===== src/rtl/mem_arb_pkg.sv =====
// Shared definitions for the instruction/data memory arbiter.
package mem_arb_pkg;

    localparam int unsigned CNT_W       = 8;
    localparam int unsigned DEF_TIMEOUT = 16;

    typedef enum logic [1:0] {
        ST_IDLE = 2'd0,
        ST_BUSY = 2'd1,
        ST_RESP = 2'd2
    } arb_state_t;

    localparam logic GNT_IF = 1'b0;
    localparam logic GNT_D  = 1'b1;

endpackage


===== src/rtl/mem_bus_arbiter_if.sv =====
// Fetch port, data port and memory port of the arbiter in one bundle.
interface mem_bus_arbiter_if #(
    parameter int unsigned ADDR_W = 32,
    parameter int unsigned DATA_W = 32
);
    logic              if_req;
    logic [ADDR_W-1:0] if_addr;
    logic [DATA_W-1:0] if_rdata;
    logic              if_ack;

    logic              d_req;
    logic              d_we;
    logic [ADDR_W-1:0] d_addr;
    logic [DATA_W-1:0] d_wdata;
    logic [DATA_W-1:0] d_rdata;
    logic              d_ack;

    logic              m_req;
    logic              m_we;
    logic [ADDR_W-1:0] m_addr;
    logic [DATA_W-1:0] m_wdata;
    logic [DATA_W-1:0] m_rdata;
    logic              m_ack;

    logic              bus_err;

    // Arbiter side.
    modport slave (
        input  if_req, if_addr, d_req, d_we, d_addr, d_wdata, m_rdata, m_ack,
        output if_rdata, if_ack, d_rdata, d_ack, m_req, m_we, m_addr, m_wdata, bus_err
    );

    // Requester / memory side (CPU plus memory model).
    modport master (
        output if_req, if_addr, d_req, d_we, d_addr, d_wdata, m_rdata, m_ack,
        input  if_rdata, if_ack, d_rdata, d_ack, m_req, m_we, m_addr, m_wdata, bus_err
    );

endinterface


===== src/rtl/arb_rr2.sv =====
// Two-way round-robin picker: a tie goes to the port that did not win last.
module arb_rr2
    import mem_arb_pkg::*;
(
    input  logic [1:0] req,
    input  logic       last_grant,
    input  logic       enable,
    output logic       grant_c
);

    // Pick the granted index; req[0] is fetch, req[1] is data.
    always_comb begin
        grant_c = GNT_IF;
        if (enable) begin
            case (req)
                2'b01:   grant_c = GNT_IF;
                2'b10:   grant_c = GNT_D;
                2'b11:   grant_c = ~last_grant;
                default: grant_c = GNT_IF;
            endcase
        end
    end

endmodule


===== src/rtl/mem_bus_arbiter.sv =====
// Shares one single-ported memory between the CPU fetch and load/store ports.
module mem_bus_arbiter
    import mem_arb_pkg::*;
#(
    parameter int unsigned ADDR_W  = 32,
    parameter int unsigned DATA_W  = 32,
    parameter int unsigned TIMEOUT = DEF_TIMEOUT
) (
    input  logic              clk,
    input  logic              rst,
    mem_bus_arbiter_if.slave  bus
);

    localparam logic [CNT_W-1:0] WAIT_LAST = CNT_W'(TIMEOUT - 1);

    arb_state_t        state, state_nxt;
    logic              last_grant, last_grant_nxt;
    logic              gnt, gnt_nxt;
    logic [CNT_W-1:0]  wait_cnt, wait_cnt_nxt;
    logic              any_req;
    logic              grant_c;

    logic              m_req_q, m_req_nxt;
    logic              m_we_q, m_we_nxt;
    logic [ADDR_W-1:0] m_addr_q, m_addr_nxt;
    logic [DATA_W-1:0] m_wdata_q, m_wdata_nxt;
    logic              if_ack_q, if_ack_nxt;
    logic              d_ack_q, d_ack_nxt;
    logic              bus_err_q, bus_err_nxt;
    logic [DATA_W-1:0] if_rdata_q, if_rdata_nxt;
    logic [DATA_W-1:0] d_rdata_q, d_rdata_nxt;

    assign any_req = bus.if_req | bus.d_req;

    arb_rr2 u_arb (
        .req        ({bus.d_req, bus.if_req}),
        .last_grant (last_grant),
        .enable     (state == ST_IDLE),
        .grant_c    (grant_c)
    );

    // State, bookkeeping and output registers.
    always_ff @(posedge clk) begin
        if (rst) begin
            state      <= ST_IDLE;
            last_grant <= GNT_D;
            gnt        <= GNT_IF;
            wait_cnt   <= '0;
            m_req_q    <= 1'b0;
            m_we_q     <= 1'b0;
            m_addr_q   <= '0;
            m_wdata_q  <= '0;
            if_ack_q   <= 1'b0;
            d_ack_q    <= 1'b0;
            bus_err_q  <= 1'b0;
            if_rdata_q <= '0;
            d_rdata_q  <= '0;
        end else begin
            state      <= state_nxt;
            last_grant <= last_grant_nxt;
            gnt        <= gnt_nxt;
            wait_cnt   <= wait_cnt_nxt;
            m_req_q    <= m_req_nxt;
            m_we_q     <= m_we_nxt;
            m_addr_q   <= m_addr_nxt;
            m_wdata_q  <= m_wdata_nxt;
            if_ack_q   <= if_ack_nxt;
            d_ack_q    <= d_ack_nxt;
            bus_err_q  <= bus_err_nxt;
            if_rdata_q <= if_rdata_nxt;
            d_rdata_q  <= d_rdata_nxt;
        end
    end

    // Next-state: IDLE -> BUSY on any request, BUSY -> RESP on ack or timeout.
    always_comb begin
        state_nxt = state;
        case (state)
            ST_IDLE: if (any_req) state_nxt = ST_BUSY;
            ST_BUSY: if (bus.m_ack || wait_cnt == WAIT_LAST) state_nxt = ST_RESP;
            ST_RESP: state_nxt = ST_IDLE;
            default: state_nxt = ST_IDLE;
        endcase
    end

    // Next values of the registered outputs; acks and bus_err default low so they pulse.
    always_comb begin
        last_grant_nxt = last_grant;
        gnt_nxt        = gnt;
        wait_cnt_nxt   = wait_cnt;
        m_req_nxt      = m_req_q;
        m_we_nxt       = m_we_q;
        m_addr_nxt     = m_addr_q;
        m_wdata_nxt    = m_wdata_q;
        if_ack_nxt     = 1'b0;
        d_ack_nxt      = 1'b0;
        bus_err_nxt    = 1'b0;
        if_rdata_nxt   = if_rdata_q;
        d_rdata_nxt    = d_rdata_q;
        case (state)
            ST_IDLE: begin
                if (any_req) begin
                    gnt_nxt        = grant_c;
                    last_grant_nxt = grant_c;
                    wait_cnt_nxt   = '0;
                    m_req_nxt      = 1'b1;
                    if (grant_c == GNT_IF) begin
                        m_we_nxt    = 1'b0;
                        m_addr_nxt  = bus.if_addr;
                        m_wdata_nxt = '0;
                    end else begin
                        m_we_nxt    = bus.d_we;
                        m_addr_nxt  = bus.d_addr;
                        m_wdata_nxt = bus.d_wdata;
                    end
                end
            end
            ST_BUSY: begin
                if (bus.m_ack || wait_cnt == WAIT_LAST) begin
                    m_req_nxt   = 1'b0;
                    bus_err_nxt = ~bus.m_ack;
                    if (gnt == GNT_IF) begin
                        if_ack_nxt   = 1'b1;
                        if_rdata_nxt = bus.m_ack ? bus.m_rdata : '0;
                    end else begin
                        d_ack_nxt = 1'b1;
                        if (!m_we_q) d_rdata_nxt = bus.m_ack ? bus.m_rdata : '0;
                    end
                end else begin
                    wait_cnt_nxt = wait_cnt + CNT_W'(1);
                end
            end
            default: ;
        endcase
    end

    assign bus.m_req    = m_req_q;
    assign bus.m_we     = m_we_q;
    assign bus.m_addr   = m_addr_q;
    assign bus.m_wdata  = m_wdata_q;
    assign bus.if_ack   = if_ack_q;
    assign bus.d_ack    = d_ack_q;
    assign bus.bus_err  = bus_err_q;
    assign bus.if_rdata = if_rdata_q;
    assign bus.d_rdata  = d_rdata_q;

endmodule


===== src/flat_wrapper.sv =====
// flat-port wrapper written by rule: the top's interface ports become plain ports
module mem_bus_arbiter_flat import mem_arb_pkg::*;
#(
    parameter int unsigned ADDR_W  = 32,
    parameter int unsigned DATA_W  = 32,
    parameter int unsigned TIMEOUT = DEF_TIMEOUT
)
  (clk, rst, bus_if_req, bus_if_addr, bus_d_req, bus_d_we, bus_d_addr, bus_d_wdata, bus_m_rdata, bus_m_ack, bus_if_rdata, bus_if_ack, bus_d_rdata, bus_d_ack, bus_m_req, bus_m_we, bus_m_addr, bus_m_wdata, bus_bus_err);
  mem_bus_arbiter_if #(.ADDR_W(ADDR_W), .DATA_W(DATA_W)) bus_i ();
  input  logic clk;
  input  logic rst;
  input wire logic [$bits(bus_i.if_req)-1:0] bus_if_req;
  input wire logic [$bits(bus_i.if_addr)-1:0] bus_if_addr;
  input wire logic [$bits(bus_i.d_req)-1:0] bus_d_req;
  input wire logic [$bits(bus_i.d_we)-1:0] bus_d_we;
  input wire logic [$bits(bus_i.d_addr)-1:0] bus_d_addr;
  input wire logic [$bits(bus_i.d_wdata)-1:0] bus_d_wdata;
  input wire logic [$bits(bus_i.m_rdata)-1:0] bus_m_rdata;
  input wire logic [$bits(bus_i.m_ack)-1:0] bus_m_ack;
  output wire logic [$bits(bus_i.if_rdata)-1:0] bus_if_rdata;
  output wire logic [$bits(bus_i.if_ack)-1:0] bus_if_ack;
  output wire logic [$bits(bus_i.d_rdata)-1:0] bus_d_rdata;
  output wire logic [$bits(bus_i.d_ack)-1:0] bus_d_ack;
  output wire logic [$bits(bus_i.m_req)-1:0] bus_m_req;
  output wire logic [$bits(bus_i.m_we)-1:0] bus_m_we;
  output wire logic [$bits(bus_i.m_addr)-1:0] bus_m_addr;
  output wire logic [$bits(bus_i.m_wdata)-1:0] bus_m_wdata;
  output wire logic [$bits(bus_i.bus_err)-1:0] bus_bus_err;
  assign bus_i.if_req = bus_if_req;
  assign bus_i.if_addr = bus_if_addr;
  assign bus_i.d_req = bus_d_req;
  assign bus_i.d_we = bus_d_we;
  assign bus_i.d_addr = bus_d_addr;
  assign bus_i.d_wdata = bus_d_wdata;
  assign bus_i.m_rdata = bus_m_rdata;
  assign bus_i.m_ack = bus_m_ack;
  assign bus_if_rdata = bus_i.if_rdata;
  assign bus_if_ack = bus_i.if_ack;
  assign bus_d_rdata = bus_i.d_rdata;
  assign bus_d_ack = bus_i.d_ack;
  assign bus_m_req = bus_i.m_req;
  assign bus_m_we = bus_i.m_we;
  assign bus_m_addr = bus_i.m_addr;
  assign bus_m_wdata = bus_i.m_wdata;
  assign bus_bus_err = bus_i.bus_err;
  mem_bus_arbiter #(.ADDR_W(ADDR_W), .DATA_W(DATA_W), .TIMEOUT(TIMEOUT)) u_core (.clk(clk), .rst(rst), .bus(bus_i));
endmodule

===== config.mk =====
export PLATFORM = sky130hd
export DESIGN_NAME = mem_bus_arbiter_flat
export DESIGN_NICKNAME = d
export VERILOG_FILES = /design/src/rtl/mem_arb_pkg.sv /design/src/rtl/mem_bus_arbiter_if.sv /design/src/rtl/arb_rr2.sv /design/src/rtl/mem_bus_arbiter.sv /design/src/flat_wrapper.sv
export SDC_FILE = /design/constraint.sdc
export NUM_CORES = 1
export LEC_CHECK = 0
export ABC_CLOCK_PERIOD_IN_PS = 1610
export BUFFER_PORTS_ARGS = -buffer_cell sky130_fd_sc_hd__buf_2
export CAP_MARGIN = 20
export CORE_UTILIZATION = 42
export CTS_CLUSTER_SIZE = 28
export DETAILED_ROUTE_END_ITERATION = 8
export GPL_TIMING_DRIVEN = 0
export PLACE_DENSITY = 0.77
export SYNTH_ARGS = -nofsm -noshare
export SYNTH_HDL_FRONTEND = slang
export SYNTH_SLANG_ARGS = --single-unit

===== constraint.sdc =====
create_clock -name clk -period 1.61 [get_ports clk]
set_input_delay 0.322 -clock clk [delete_from_list [all_inputs] [get_ports clk]]
set_output_delay 0.322 -clock clk [all_outputs]
set_load 0.005 [all_outputs]

Yosys cells after proc, flatten, opt, wreduce, memory -nomap -nowiden --
Index checks and enable logic that the tools add are counted. Widths: inputs -> output; s select.
Storage, ports and cells: register bits 145
Operators by class: $add $sub $neg 1, bitwise gates (word level) 7, multiplexer cells 17, reductions and logical operators 10, equality and inequality tests 7
Operators by type and width (number):
- $mux 32 | 3
- $mux 8 | 2
- $pmux 8 s2 | 1
- $reduce_and 3->1 | 3
- $add 8x1->8 const B | 1
- $eq 8x4->1 const B | 1
- $mux 1 | 6
- $not 1->1 | 6
- $eq 2x2->1 const B | 2
- $mux 2 | 2
- $ne 2x1->1 const B | 2
- $pmux 1 s2 | 2
- $pmux 2 s2 | 1
- $reduce_and 2->1 | 2
- $reduce_and 4->1 | 1
- $reduce_or 3->1 | 1
- $eq 2x1->1 const B | 1
- $logic_not 2->1 | 1
- $ne 2x2->1 const B | 1
- $reduce_bool 2->1 | 1
- $logic_or 1x1->1 | 1
- $or 1x1->1 | 1

Longest topological paths before layout --
Gate-level depths: netlist (run 1).
depth in word-level cells 4, depth in mapped cells 7, depth with buffers taken out 5

By module --
A second synthesis (run 1) with hierarchy kept.
Second synthesis, totals: cell total of the unflattened synthesis 662, area, all modules 5793.1 µm²
By module, submodules not included:
- mem_bus_arbiter | cells each 660, area each 5780.5 µm², times used 1
- arb_rr2 | cells each 2, area each 12.5 µm², times used 1

Worst setup path after synthesis (run 1) --
No wires, ideal clock.
kind reg2reg, start register u_core.wait_cnt[7], end register u_core.d_rdata_q[24], in the netlist u_core.bus.d_rdata[24], stages on the path, launching flop included 7, buffers on the path 2, library setup time 0.132 ns, path slack -0.135 ns, arrival 1.613 ns, period minus slack after synthesis 1.745 ns, required time 1.478 ns, path through dfxtp_1 > or4_4 > o21ba_1 > buf_6 > buf_6 > o31ai_1 > a21oi_1
On the way: word-level cells in the longest chain between the ends 3
RTL lines:
- from (decl) | line mem_bus_arbiter.sv:19 | logic [CNT_W-1:0] wait_cnt, wait_cnt_nxt;
- from (signal assigned) | line mem_bus_arbiter.sv:62 | wait_cnt <= wait_cnt_nxt;
- $eq 8x4->1 | line mem_bus_arbiter.sv:119 | if (bus.m_ack || wait_cnt == WAIT_LAST) begin
- $logic_or 1x1->1 | line mem_bus_arbiter.sv:119
- $reduce_and 4->1 (no source line)
- to (signal assigned) | line mem_bus_arbiter.sv:71 | d_rdata_q <= d_rdata_nxt;
- to (decl) | line mem_bus_arbiter.sv:31 | logic [DATA_W-1:0] d_rdata_q, d_rdata_nxt;
No other way between the ends. A chain may end at the register's enable or synchronous reset.

Worst setup path in the final report (run 1) --
start register u_core.wait_cnt[6], end register u_core.if_rdata_q[27], in the netlist u_core.bus.if_rdata[27]
On the way: word-level cells in the longest chain between the ends 3
RTL lines:
- $eq 8x4->1 | line mem_bus_arbiter.sv:119
- $logic_or 1x1->1 | line mem_bus_arbiter.sv:119
- $reduce_and 3->1 (no source line)
- to (signal assigned) | line mem_bus_arbiter.sv:70 | if_rdata_q <= if_rdata_nxt;
- to (decl) | line mem_bus_arbiter.sv:30 | logic [DATA_W-1:0] if_rdata_q, if_rdata_nxt;
No other way between the ends.

==> results of run 1 <==
worst max path at each step:
stage,from,end,slack [ns]
after floorplan,u_core.wait_cnt[5],u_core.bus.if_rdata[31],-0.11
after global placement,rst,u_core.bus.d_rdata[2],-0.57
after detailed placement,rst,u_core.bus.d_rdata[1],-0.51
after CTS,u_core.wait_cnt[6],u_core.bus.if_rdata[18],-0.21
after global routing,u_core.wait_cnt[1],u_core.bus.if_rdata[17],-0.27
final,u_core.wait_cnt[6],u_core.bus.if_rdata[27],-0.22
metrics by stage:
step           power (mW)  hold slack, ns   util  TNS, ns
2_1_floorplan        4.61           0.401      -    -4.90
3_3_place_gp         5.20           0.449  0.558   -45.61
3_5_place_dp         5.22           0.459  0.558   -43.94
4_1_cts              9.52           0.126  0.631   -17.17
5_1_grt              9.97           0.135  0.660   -15.17
6_report             9.62           0.134  0.660   -11.71
kinds of logic (layout without fill, tap and decap cells):
| family | Yosys count | count (layout) | synth area share |
|---|---|---|---|
| compound gates | 217 | 217 | 0.264 |
| buf+inv | 68 | 370 | 0.0530 |
| simple gates | 230 | 230 | 0.166 |
| flops | 145 | 145 | 0.515 |
| other cells | 0 | 1 | 0 |
| fa+ha+maj | 1 | 1 | 0.00222 |
layout by cell type (no fill, tap or decap), types with 6 or more instances in the layout:
cell type,n
a21oi_1,68
a311oi_1,32
o31ai_2,36
nand2_1,132
nand3_1,9
buf_4,7
a22oi_1,33
clkbuf_2,23
clkbuf_4,7
clkbuf_1,20
buf_2,270
o31ai_1,14
dfxtp_2,6
dfxtp_1,139
clkbuf_16,17
nor2_1,68
o31ai_4,16
where the power goes:
group	leakage, nW	internal, mW	total [mW]	switching (mW)
combinational	2.18	0.568	1.43	0.862
sequential	1.19	3.79	3.92	0.130
clock	0.308	2.66	4.26	1.61
sequential cells by signal, indices dropped and copies added (netlist names):
signal / flops
u_core.bus.d_rdata: 32
u_core.bus.if_rdata: 32
u_core.bus.m_addr: 32
u_core.bus.m_wdata: 32
u_core.wait_cnt: 8
u_core.state: 2
u_core.bus.bus_err: 1
u_core.bus.d_ack: 1
u_core.bus.if_ack: 1
u_core.bus.m_req: 1
u_core.bus.m_we: 1
u_core.gnt: 1
u_core.last_grant: 1
routing by layer:
metal / track usage / vias up
met3: 0.0867 / 39
met2: 0.481 / 289
li1: - / 2954
met4: 0.121 / 0
met5: 0 / -
met1: 0.298 / 2936
final cells by class:
cell class / instances / area, um^2 / area share
Multi-Input combinational cell: 448 / 2930 / 0.344
Timing Repair Buffer: 272 / 1410 / 0.166
Antenna cell: 1 / 2.50 / 0.000295
Inverter: 1 / 3.75 / 0.000442
Clock inverter: 14 / 201 / 0.0237
Tap cell: 172 / 215 / 0.0253
Buffer: 65 / 390 / 0.0459
Sequential cell: 145 / 2910 / 0.343
Clock buffer: 18 / 439 / 0.0517
repair_timing:
| action | CTS | global route |
|---|---|---|
| buffers inserted | 3 | 2 |
| cloned | 2 | 0 |
| pin swaps | 13 | 24 |
| endpoints found under the hold margin | 0 | 0 |
| gates resized for setup | 69 | 98 |
| endpoints found under the setup margin | 144 | 142 |
tightest hold or removal path: cells and delay by family:
family,cells,cell delay (ns)
buffers and inverters,1,0.08
AND/OR/NAND/NOR,1,0.07
AO/OA/AOI/OAI,1,0.05
==> impl_results.md, run 1 <==
* Outcome: finished, violations left
* Failing checks: setup timing
* Avg WL per Cell at 17.4 um
* CP most frequent cell: buf_8
* Synth Flop Type: dfxtp_1
* Cells on worst reg2reg path at 6
* Pin count of the biggest net entering global routing at 17
* YS warnings at 0
* Min-Delay Path Class: primary input to register
* Hold_sp: bus_d_wdata[15]
* Crit Path Class: register to register
* Netlist cell types at 36
* Final Cell Area at 8500 um^2
* FFs w/ async S/R, synth at 0
* Post-Layout Cell Count at 1,136
* Slowest stage delay, CP at 0.54 ns
* Antenna Violating Nets Remaining at 0
* Clock buffer depth at 2
* Lkg Pwr at 3.67 nW
* CP delay by family, top: simple AND/OR/NAND/NOR gates
* DR DRC count at 0
* Initial Util at 0.438
* Highest Signal Layer: met4
* Initial antenna violation count at 1
* Post-placement worst setup slack at -0.509 ns
* IO Port Bufs at around 270
* CP Buf/Inv Count at 2
* Iteration-0 DRC count of the detailed router at 424
* Crit share post-route at 1.14
* First-pass GRT wire length at about 30,000 um
* Critical path depth at 6
* Routed wire length at slightly below 20,000 um
* Met2 wire len at 10000 um
* Synth top area cells: dfxtp_1, nand2_1, o31ai_1
* Hold Path Stages at 3
* Worst path required time at approximately 1.9 ns
* R2R setup slack at -0.22 ns
* Final hold violation count at 0
* Maximum vdd drop at roughly 0.76 mV
* Placer Congestion at ~0.86
* Pre-antenna DRT Iters at 6
* Worst EP arrival at 2.12 ns
* Total CTS buffers at 17
* Nets at 1,085
* Sequential area share after synthesis at 0.515
* Number of synthesized flops with an enable pin at 0
* Min Tclk post-route at ~1.8 ns
* Gr usage total at 0.273
* Syn_area_per_cell at 8.54 um^2
* FF+latch count, synth at 145
* Die area at 13,900 um^2
* Num Clock Sinks at 145
* WL met3 at 1590 um
* Top-count cell post-synth: dfxtp_1
* Max-slew violations at 0
* Die width at 118 um
* Clock transition at the registers of the reported paths at 0.06 ns
* Normalized max-slew margin at 0.352
* Max Cap Violations at 0
* Core area at 12,900 um^2
* Fin worst setup slack at -0.224 ns
* Boundary Pins at 267
* Mapped Area at roughly 5600 um^2
* Clk_skew at 0.00802 ns
* FP Rows at 41
* WL met1 at 7650 um
* Vias in the first global route at 5,910
* FF-to-FF End: u_core.bus.if_rdata[27]
* Yosys top cell area share at 0.515
* Setup Viol. Count Final at 71
* Launch point of the worst reg-to-reg path: u_core.wait_cnt[6]
* Grt ovf at 0
* Post-Place Cells at 1,098
* Die Y at between 100 and 150 um
* RSZ-0062 raised after global routing: true
* PD cells at approximately 1100 nW/um^2
* H-tree depth at 4
* Post-synth top area cell: dfxtp_1
* Crit end category: register
* Hold endpoint: u_core.bus.m_wdata[15]
* Max frequency at between 500 and 600 MHz
* Layout fillers at 1,079
* Crit-path slowest cell: or4_4
* Synth cell count leaders: dfxtp_1, nand2_1, a21oi_1
* Net Count, Synth at 796
* Critical path cell sequence: or4_4 -> o21ba_4 -> buf_8 -> buf_8 -> o31ai_2 -> a21oi_1
* Layout cells sized above 1 at 0.439
* Via density at 5.47
* DP HPWL at 13,800 um
* Clk Latency, worst-skew pair at 0.42 ns
* Clk root buf: clkbuf_16
* DP Area at 7190 um^2
* Worst-Margin Slew at 0.973 ns
* Cts hold-fix bufs at 0
* Nature of the critical path startpoint: register
* CP Max Fanout at 10
* CTS tree: built
* Vias at 6,218
* Area growth syn-to-layout at 50.6%
* Cells after synthesis at 661
Power figures use the tool's default switching activity.
==> run 2, diff against run 1 <==
- ABC_AREA: default -> 1
- CORE_UTILIZATION: 42 -> 43
==> impl_results.md, run 2 <==
* Outcome: complete, no violations
* Netlist cell types at 26 (-28%)
* Clock transition at the registers of the reported paths at 0.06 ns (about the same)
* Hold endpoint: u_core.bus.m_wdata[28]
* Area growth syn-to-layout at 38.9%
* RSZ-0062 raised after global routing: true
* First-pass GRT wire length at 29,000 um (-2.9%)
* Worst hold margin at 0.145 ns (+0.0102 ns)
* Number of synthesized flops with an enable pin at 0 (unchanged)
* Lkg Pwr at 4.47 nW (+22%)
* Pre-antenna DRT Iters at 5 (-1)
* Crit end category: register
* Worst EP arrival at 1.89 ns (-0.23 ns)
* Synth top area cells: dfxtp_1, nand2_1, a21oi_1
* Routed wire length at 19,300 um (-2.3%)
* Layout cells sized above 1 at 0.300 (-0.139)
* Synth cell count leaders: nand2_1, dfxtp_1, a21oi_1, inv_1, nor2_1
* Clk Latency, worst-skew pair at 0.42 ns (about the same)
* Pin count of the biggest net entering global routing at 17 (unchanged)
* Worst path required time at 1.96 ns (+0.07 ns)
* Vias at 6,716 (+8.0%)
* Setup_tns at 0 ns (+11.71 ns)
* Most frequent cells in the layout: buf_2, nand2_1, dfxtp_1, inv_1, a21oi_1
* Vias in the first global route at 5,992 (+1.4%)
* Synth Flop Type: dfxtp_1
* Grt ovf at 0 (unchanged)
* Hold_sp: bus_d_wdata[28]
* Total CTS buffers at 17 (unchanged)
* Worst-Margin Slew at 0.582 ns (-0.391 ns)
* Top-count cell post-synth: nand2_1
* Boundary Pins at 267 (unchanged)
* Yosys top cell area share at 0.470 (-0.0446)
* Final hold violation count at 0 (unchanged)
* Post-Layout Cell Count at 1,388 (+22%)
* Antenna Violating Nets Remaining at 0 (unchanged)
* Max frequency at 648 MHz (+19%)
* FF+latch count, synth at 145 (unchanged)
* Crit Path Class: register to register
* Core area at 13,900 um^2 (+8.2%)
* FFs w/ async S/R, synth at 0 (unchanged)
* DP HPWL at 14,000 um (+1.4%)
* CP delay by family, top: simple AND/OR/NAND/NOR gates
* CP Max Fanout at 10 (unchanged)
* Sequential area share after synthesis at 0.470 (-0.0446)
* R2R setup slack at 0.07 ns (+0.29 ns)
* Normalized max-slew margin at 0.612 (+0.261)
* Cts hold-fix bufs at 0 (unchanged)
* FP Rows at 43 (+4.9%)
* Min Tclk post-route at 1.54 ns (-0.292 ns)
* Net Count, Synth at 1,036 (+30%)
* Post-synth top area cell: dfxtp_1
* Avg WL per Cell at 13.9 um (-20%)
* Iteration-0 DRC count of the detailed router at 427 (+0.71%)
* Clock buffer depth at 2 (unchanged)
* Max Cap Violations at 0 (unchanged)
* Gr usage total at 0.255 (-0.0179)
* Launch point of the worst reg-to-reg path: u_core.wait_cnt[0]
* Setup Viol. Count Final at 0 (-100%)
* Commonest non-fill, non-tap cell in the layout: buf_2
* IO Port Bufs at 264 (-0.38%)
* Via density at 4.84 (-12%)
* Nets at 1,329 (+22%)
* DR DRC count at 0 (unchanged)
* Min-Delay Path Class: primary input to register
* Crit share post-route at 0.958 (-0.181)
* Slowest stage delay, CP at 0.36 ns (-0.18 ns)
* Initial Util at 0.443 (+0.00515)
* CTS tree: built
* YS warnings at 0 (unchanged)
* Cells after synthesis at 901 (+36%)
* PD cells at 1080 nW/um^2 (-4.9%)
* Die width at 122 um (+3.4%)
* Post-Place Cells at 1,345 (+22%)
* Mapped Area at 6180 um^2 (+9.5%)
* Placer Congestion at 0.867 (+0.85%)
* H-tree depth at 4 (unchanged)
* Critical path depth at 10 (+4)
* Clk root buf: clkbuf_16
* Critical path cell sequence: ha_4 -> nand2_4 -> nor2_4 -> nand3_4 -> nand2_8 -> nand2_8 -> buf_6 -> nand2_1 -> nand2_1 -> a21oi_2
* Die area at 14,800 um^2 (+6.8%)
* Max-slew violations at 0 (unchanged)
* Clk_skew at 0.0104 ns (+0.00234 ns)
* CP Buf/Inv Count at 1 (-1)
* Hold Path Stages at 3 (unchanged)
* Syn_area_per_cell at 6.86 um^2 (-20%)
* Die Y at 122 um (+3.4%)
* Cells on worst reg2reg path at 10 (+4)
* Initial antenna violation count at 2 (+1)
* Num Clock Sinks at 145 (unchanged)
* FF-to-FF End: u_core.bus.if_rdata[10]
* Nature of the critical path startpoint: register
* Maximum vdd drop at 0.812 mV (+6.6%)
* Crit-path slowest cell: dfxtp_4
run 2: cell types whose count changed after synthesis, moves of 33 or more:
| cell | before | now |
|---|---|---|
| nand2_1 | 132 | 268 |
| o21ai_0 | 2 | 37 |
| inv_1 | 1 | 128 |
| a21oi_1 | 72 | 128 |
| a22oi_1 | 33 | 0 |
| o31ai_1 | 66 | 0 |
run 2: logic make-up (layout without fill, tap and decap cells):
| family | count (synthesis) | in the layout | synth area share |
|---|---|---|---|
| AOI/OAI and AO/OA | 173 | 173 | 0.142 |
| other | 0 | 1 | 0 |
| adders and majority gates | 1 | 1 | 0.00203 |
| buffers and inverters | 189 | 494 | 0.125 |
| DFF | 145 | 145 | 0.470 |
| and+or+nand+nor | 393 | 394 | 0.261 |
run 2: layout make-up:
cell class	count	area, um^2
well taps	180	225
fillers	1307	5360
repair buffers	273	1410
clock buffers	19	453
multi-input cells	568	2610
inverters	132	498
flip-flops and latches	145	2910
plain buffers	57	335
diodes	1	2.50
clock inverters	13	134
run 2: how the worst max path moves through the flow:
stage | start | endpoint | slack [ns]
final | u_core.wait_cnt[0] | u_core.bus.if_rdata[10] | 0.07
after global routing | u_core.wait_cnt[0] | u_core.bus.d_rdata[28] | -0.006
after global placement | bus_if_req | u_core.bus.m_addr[22] | -0.21
after floorplan | u_core.wait_cnt[0] | u_core.bus.if_rdata[25] | 0.14
after CTS | u_core.state[0] | u_core.bus.d_rdata[17] | 0.01
after detailed placement | bus_if_req | u_core.bus.m_addr[22] | -0.19
run 2: per-layer routing:
metal | vias to the layer above | track usage | wire length (um)
met4 | 2 | 0.130 | 585
met5 | - | 0 | 13
met1 | 3004 | 0.280 | 7740
met3 | 43 | 0.0829 | 1600
met2 | 285 | 0.438 | 9400
li1 | 3382 | - | -
run 2: per-stage QoR:
step	cell area, um^2	setup slack, ns	power (mW)	utilization
CTS	8410	0.0103	9.20	0.603
global route	8580	-0.00608	9.63	0.616
finish	8580	0.0678	9.23	0.616
floorplan	6180	0.139	4.70	-
detailed placement	7720	-0.187	5.30	0.554
global placement	7720	-0.212	5.27	0.554
run 2: what timing repair did:
item                       in CTS  in global routing
pin swaps                       1                  6
gates cloned                    1                  3
gates resized for setup        29                 34
hold endpoints to repair        0                  0
setup endpoints to repair      96                 95
setup buffers                   1                  5
run 2: report_power, final:
group | internal (mW) | total (mW) | switching (mW)
Clock | 2.36 | 3.91 | 1.55
Combinational | 0.573 | 1.40 | 0.830
Sequential | 3.80 | 3.92 | 0.120
Total | 6.73 | 9.23 | 2.50
run 2: worst register-to-register path, cell delays in order, from the launching register on:
cell and delay, ns:
dfxtp_4 0.36, ha_4 0.15, nand2_4 0.07, nor2_4 0.11, nand3_4 0.11, nand2_8 0.14, nand2_8 0.09, buf_6 0.15
nand2_1 0.05, nand2_1 0.07, a21oi_2 0.16
==> run 3, diff against run 2 <==
- CELL_PAD_IN_SITES_DETAIL_PLACEMENT: default -> 1
- CELL_PAD_IN_SITES_GLOBAL_PLACEMENT: default -> 1
- CORE_UTILIZATION: 43 -> 29
==> impl_results.md, run 3 (same netlist as run 2, synthesis figures left out) <==
* Outcome: finished, violations left
* Failing checks: setup timing
* CTS tree: built
* Clock buffer depth at 2 (unchanged)
* RSZ-0062 raised after global routing: true
* Routed wire length at 23,400 um (+21%)
* Clk root buf: clkbuf_16
* H-tree depth at 4 (unchanged)
* Post-placement worst setup slack at -0.402 ns (-0.215 ns)
* Antenna Violating Nets Remaining at 0 (unchanged)
* Commonest non-fill, non-tap cell in the layout: buf_2
* Gr usage total at 0.212 (-0.0435)
* Max Cap Violations at 0 (unchanged)
* Setup_tns at -0.0278 ns (-0.0278 ns)
* Critical path cell sequence: ha_4 -> nand2_4 -> nor2_4 -> nand3_4 -> nand2_8 -> buf_12 -> nand2_8 -> buf_8 -> nand2_1 -> nand2_1 -> a21oi_2
* Pre-antenna DRT Iters at 4 (-1)
* Clk_skew at 0.0155 ns (+0.00513 ns)
* Cts hold-fix bufs at 0 (unchanged)
* CP Max Fanout at 10 (unchanged)
* Max-slew violations at 0 (unchanged)
* Final core occ at 0.428 (-0.187)
* Final hold violation count at 0 (unchanged)
* CP Buf/Inv Count at 2 (+1)
* Nets at 1,335 (+0.45%)
* Min-Delay Path Class: primary input to register
* Min Tclk post-route at 1.64 ns (+0.0956 ns)
* CP delay by family, top: simple AND/OR/NAND/NOR gates
* Boundary Pins at 267 (unchanged)
* Die area at 21,900 um^2 (+47%)
* Iteration-0 DRC count of the detailed router at 187 (-56%)
* Pin count of the biggest net entering global routing at 18 (+1)
* Placer Congestion at 0.805 (-7.3%)
* Max frequency at 611 MHz (-5.8%)
* Most frequent cells in the layout: buf_2, nand2_1, dfxtp_1, inv_1, a21oi_1
* Total CTS buffers at 17 (unchanged)
* Fin worst setup slack at -0.0278 ns (-0.0956 ns)
* Worst EP arrival at 1.99 ns (+0.10 ns)
* Nature of the critical path startpoint: register
* Initial antenna violation count at 2 (unchanged)
* FP Rows at 53 (+23%)
* Worst hold margin at 0.121 ns (-0.0235 ns)
* Normalized max-slew margin at 0.508 (-0.104)
* Maximum vdd drop at 0.708 mV (-13%)
* Clk Latency, worst-skew pair at 0.44 ns (+0.02 ns)
* DP HPWL at 17,400 um (+24%)
* Worst-Margin Slew at 0.738 ns (+0.157 ns)
* Vias in the first global route at 6,745 (+13%)
* Layout cells sized above 1 at 0.331 (+0.0315)
* Clock transition at the registers of the reported paths at 0.08 ns (+0.02 ns)
* Crit Path Class: register to register
* First-pass GRT wire length at 35,600 um (+23%)
* DP Area at 7840 um^2 (+1.5%)
* Final Cell Area at 8980 um^2 (+4.7%)
* Via density at 4.54 (-6.1%)
* Worst path required time at 1.97 ns (about the same)
* PD cells at 1070 nW/um^2 (-0.88%)
* Setup Viol. Count Final at 1 (+1)
* Lkg Pwr at 4.57 nW (+2.3%)
* Die width at 148 um (+21%)
* Layout fillers at 2,728 (+110%)
* Initial Util at 0.295 (-0.149)
* Crit share post-route at 1.02 (+0.0594)
* Core area at 21,000 um^2 (+50%)
* Slowest stage delay, CP at 0.35 ns (about the same)
* Tot Pwr at 9.58 mW (+3.7%)
* Area growth syn-to-layout at 45.4%
* DR DRC count at 0 (unchanged)
* Crit-path slowest cell: dfxtp_2
* Crit end category: register
* Post-Place Cells at 1,440 (+7.1%)
* Grt ovf at 0 (unchanged)
* Die Y at 148 um (+21%)
* IO Port Bufs at 264 (unchanged)
* Avg WL per Cell at 15.7 um (+13%)
* Post-Layout Cell Count at 1,489 (+7.3%)
* Num Clock Sinks at 145 (unchanged)
* Vias at 6,762 (+0.68%)
-- run 3: changes by cell type in the layout (fill, tap and decap cells not counted), sizes merged, moves of 2 or more --
cell      previous run  this run
buf                300       303
clkbuf              49        51
clkinvlp             3         1
inv                134       140
-- run 3: tightest hold or removal path, stage by stage --
cell	delay, ns
buf_2	0.09
nand2_1	0.05
a21oi_1	0.05
-- run 3: final timing paths --
check	from	to	slack, ns	cells after the start
worst max-delay path	u_core.wait_cnt[1]	u_core.bus.if_rdata[4]	-0.03	11
worst min register to register	u_core.bus.m_addr[13]	u_core.bus.m_addr[13]	0.46	2
worst max register to register	u_core.wait_cnt[1]	u_core.bus.if_rdata[4]	-0.03	11
worst min-delay path	bus_d_wdata[14]	u_core.bus.m_wdata[14]	0.12	3
-- run 3: layer usage --
metal / vias up / GRT usage / routed length [um]
met3: 22 / 0.0565 / 1580
li1: 3387 / - / -
met5: - / 0 / 10
met2: 225 / 0.376 / 11500
met1: 3126 / 0.248 / 9970
met4: 2 / 0.0624 / 278
-- run 3: area by class of cell --
class | count | area, um^2 | area share
Antenna cell | 1 | 2.50 | 0.000279
Buffer | 52 | 337 | 0.0375
Clock buffer | 17 | 425 | 0.0474
Clock inverter | 15 | 191 | 0.0213
Inverter | 132 | 505 | 0.0563
Multi-Input combinational cell | 567 | 2730 | 0.304
Sequential cell | 145 | 2910 | 0.324
Tap cell | 275 | 344 | 0.0383
Timing Repair Buffer | 285 | 1540 | 0.172
-- run 3: power breakdown --
| part | switching, mW | total (mW) | leakage (nW) | internal (mW) |
|---|---|---|---|---|
| clock network | 1.89 | 4.14 | 0.298 | 2.24 |
| registers | 0.118 | 3.92 | 1.18 | 3.80 |
| logic | 0.904 | 1.52 | 3.09 | 0.618 |
-- run 3: what timing repair did --
item / in CTS / in global routing
cloned: 2 / 1
buffers inserted: 14 / 5
setup endpoints to repair: 103 / 100
pin swaps: 3 / 14
gates resized for setup: 56 / 72
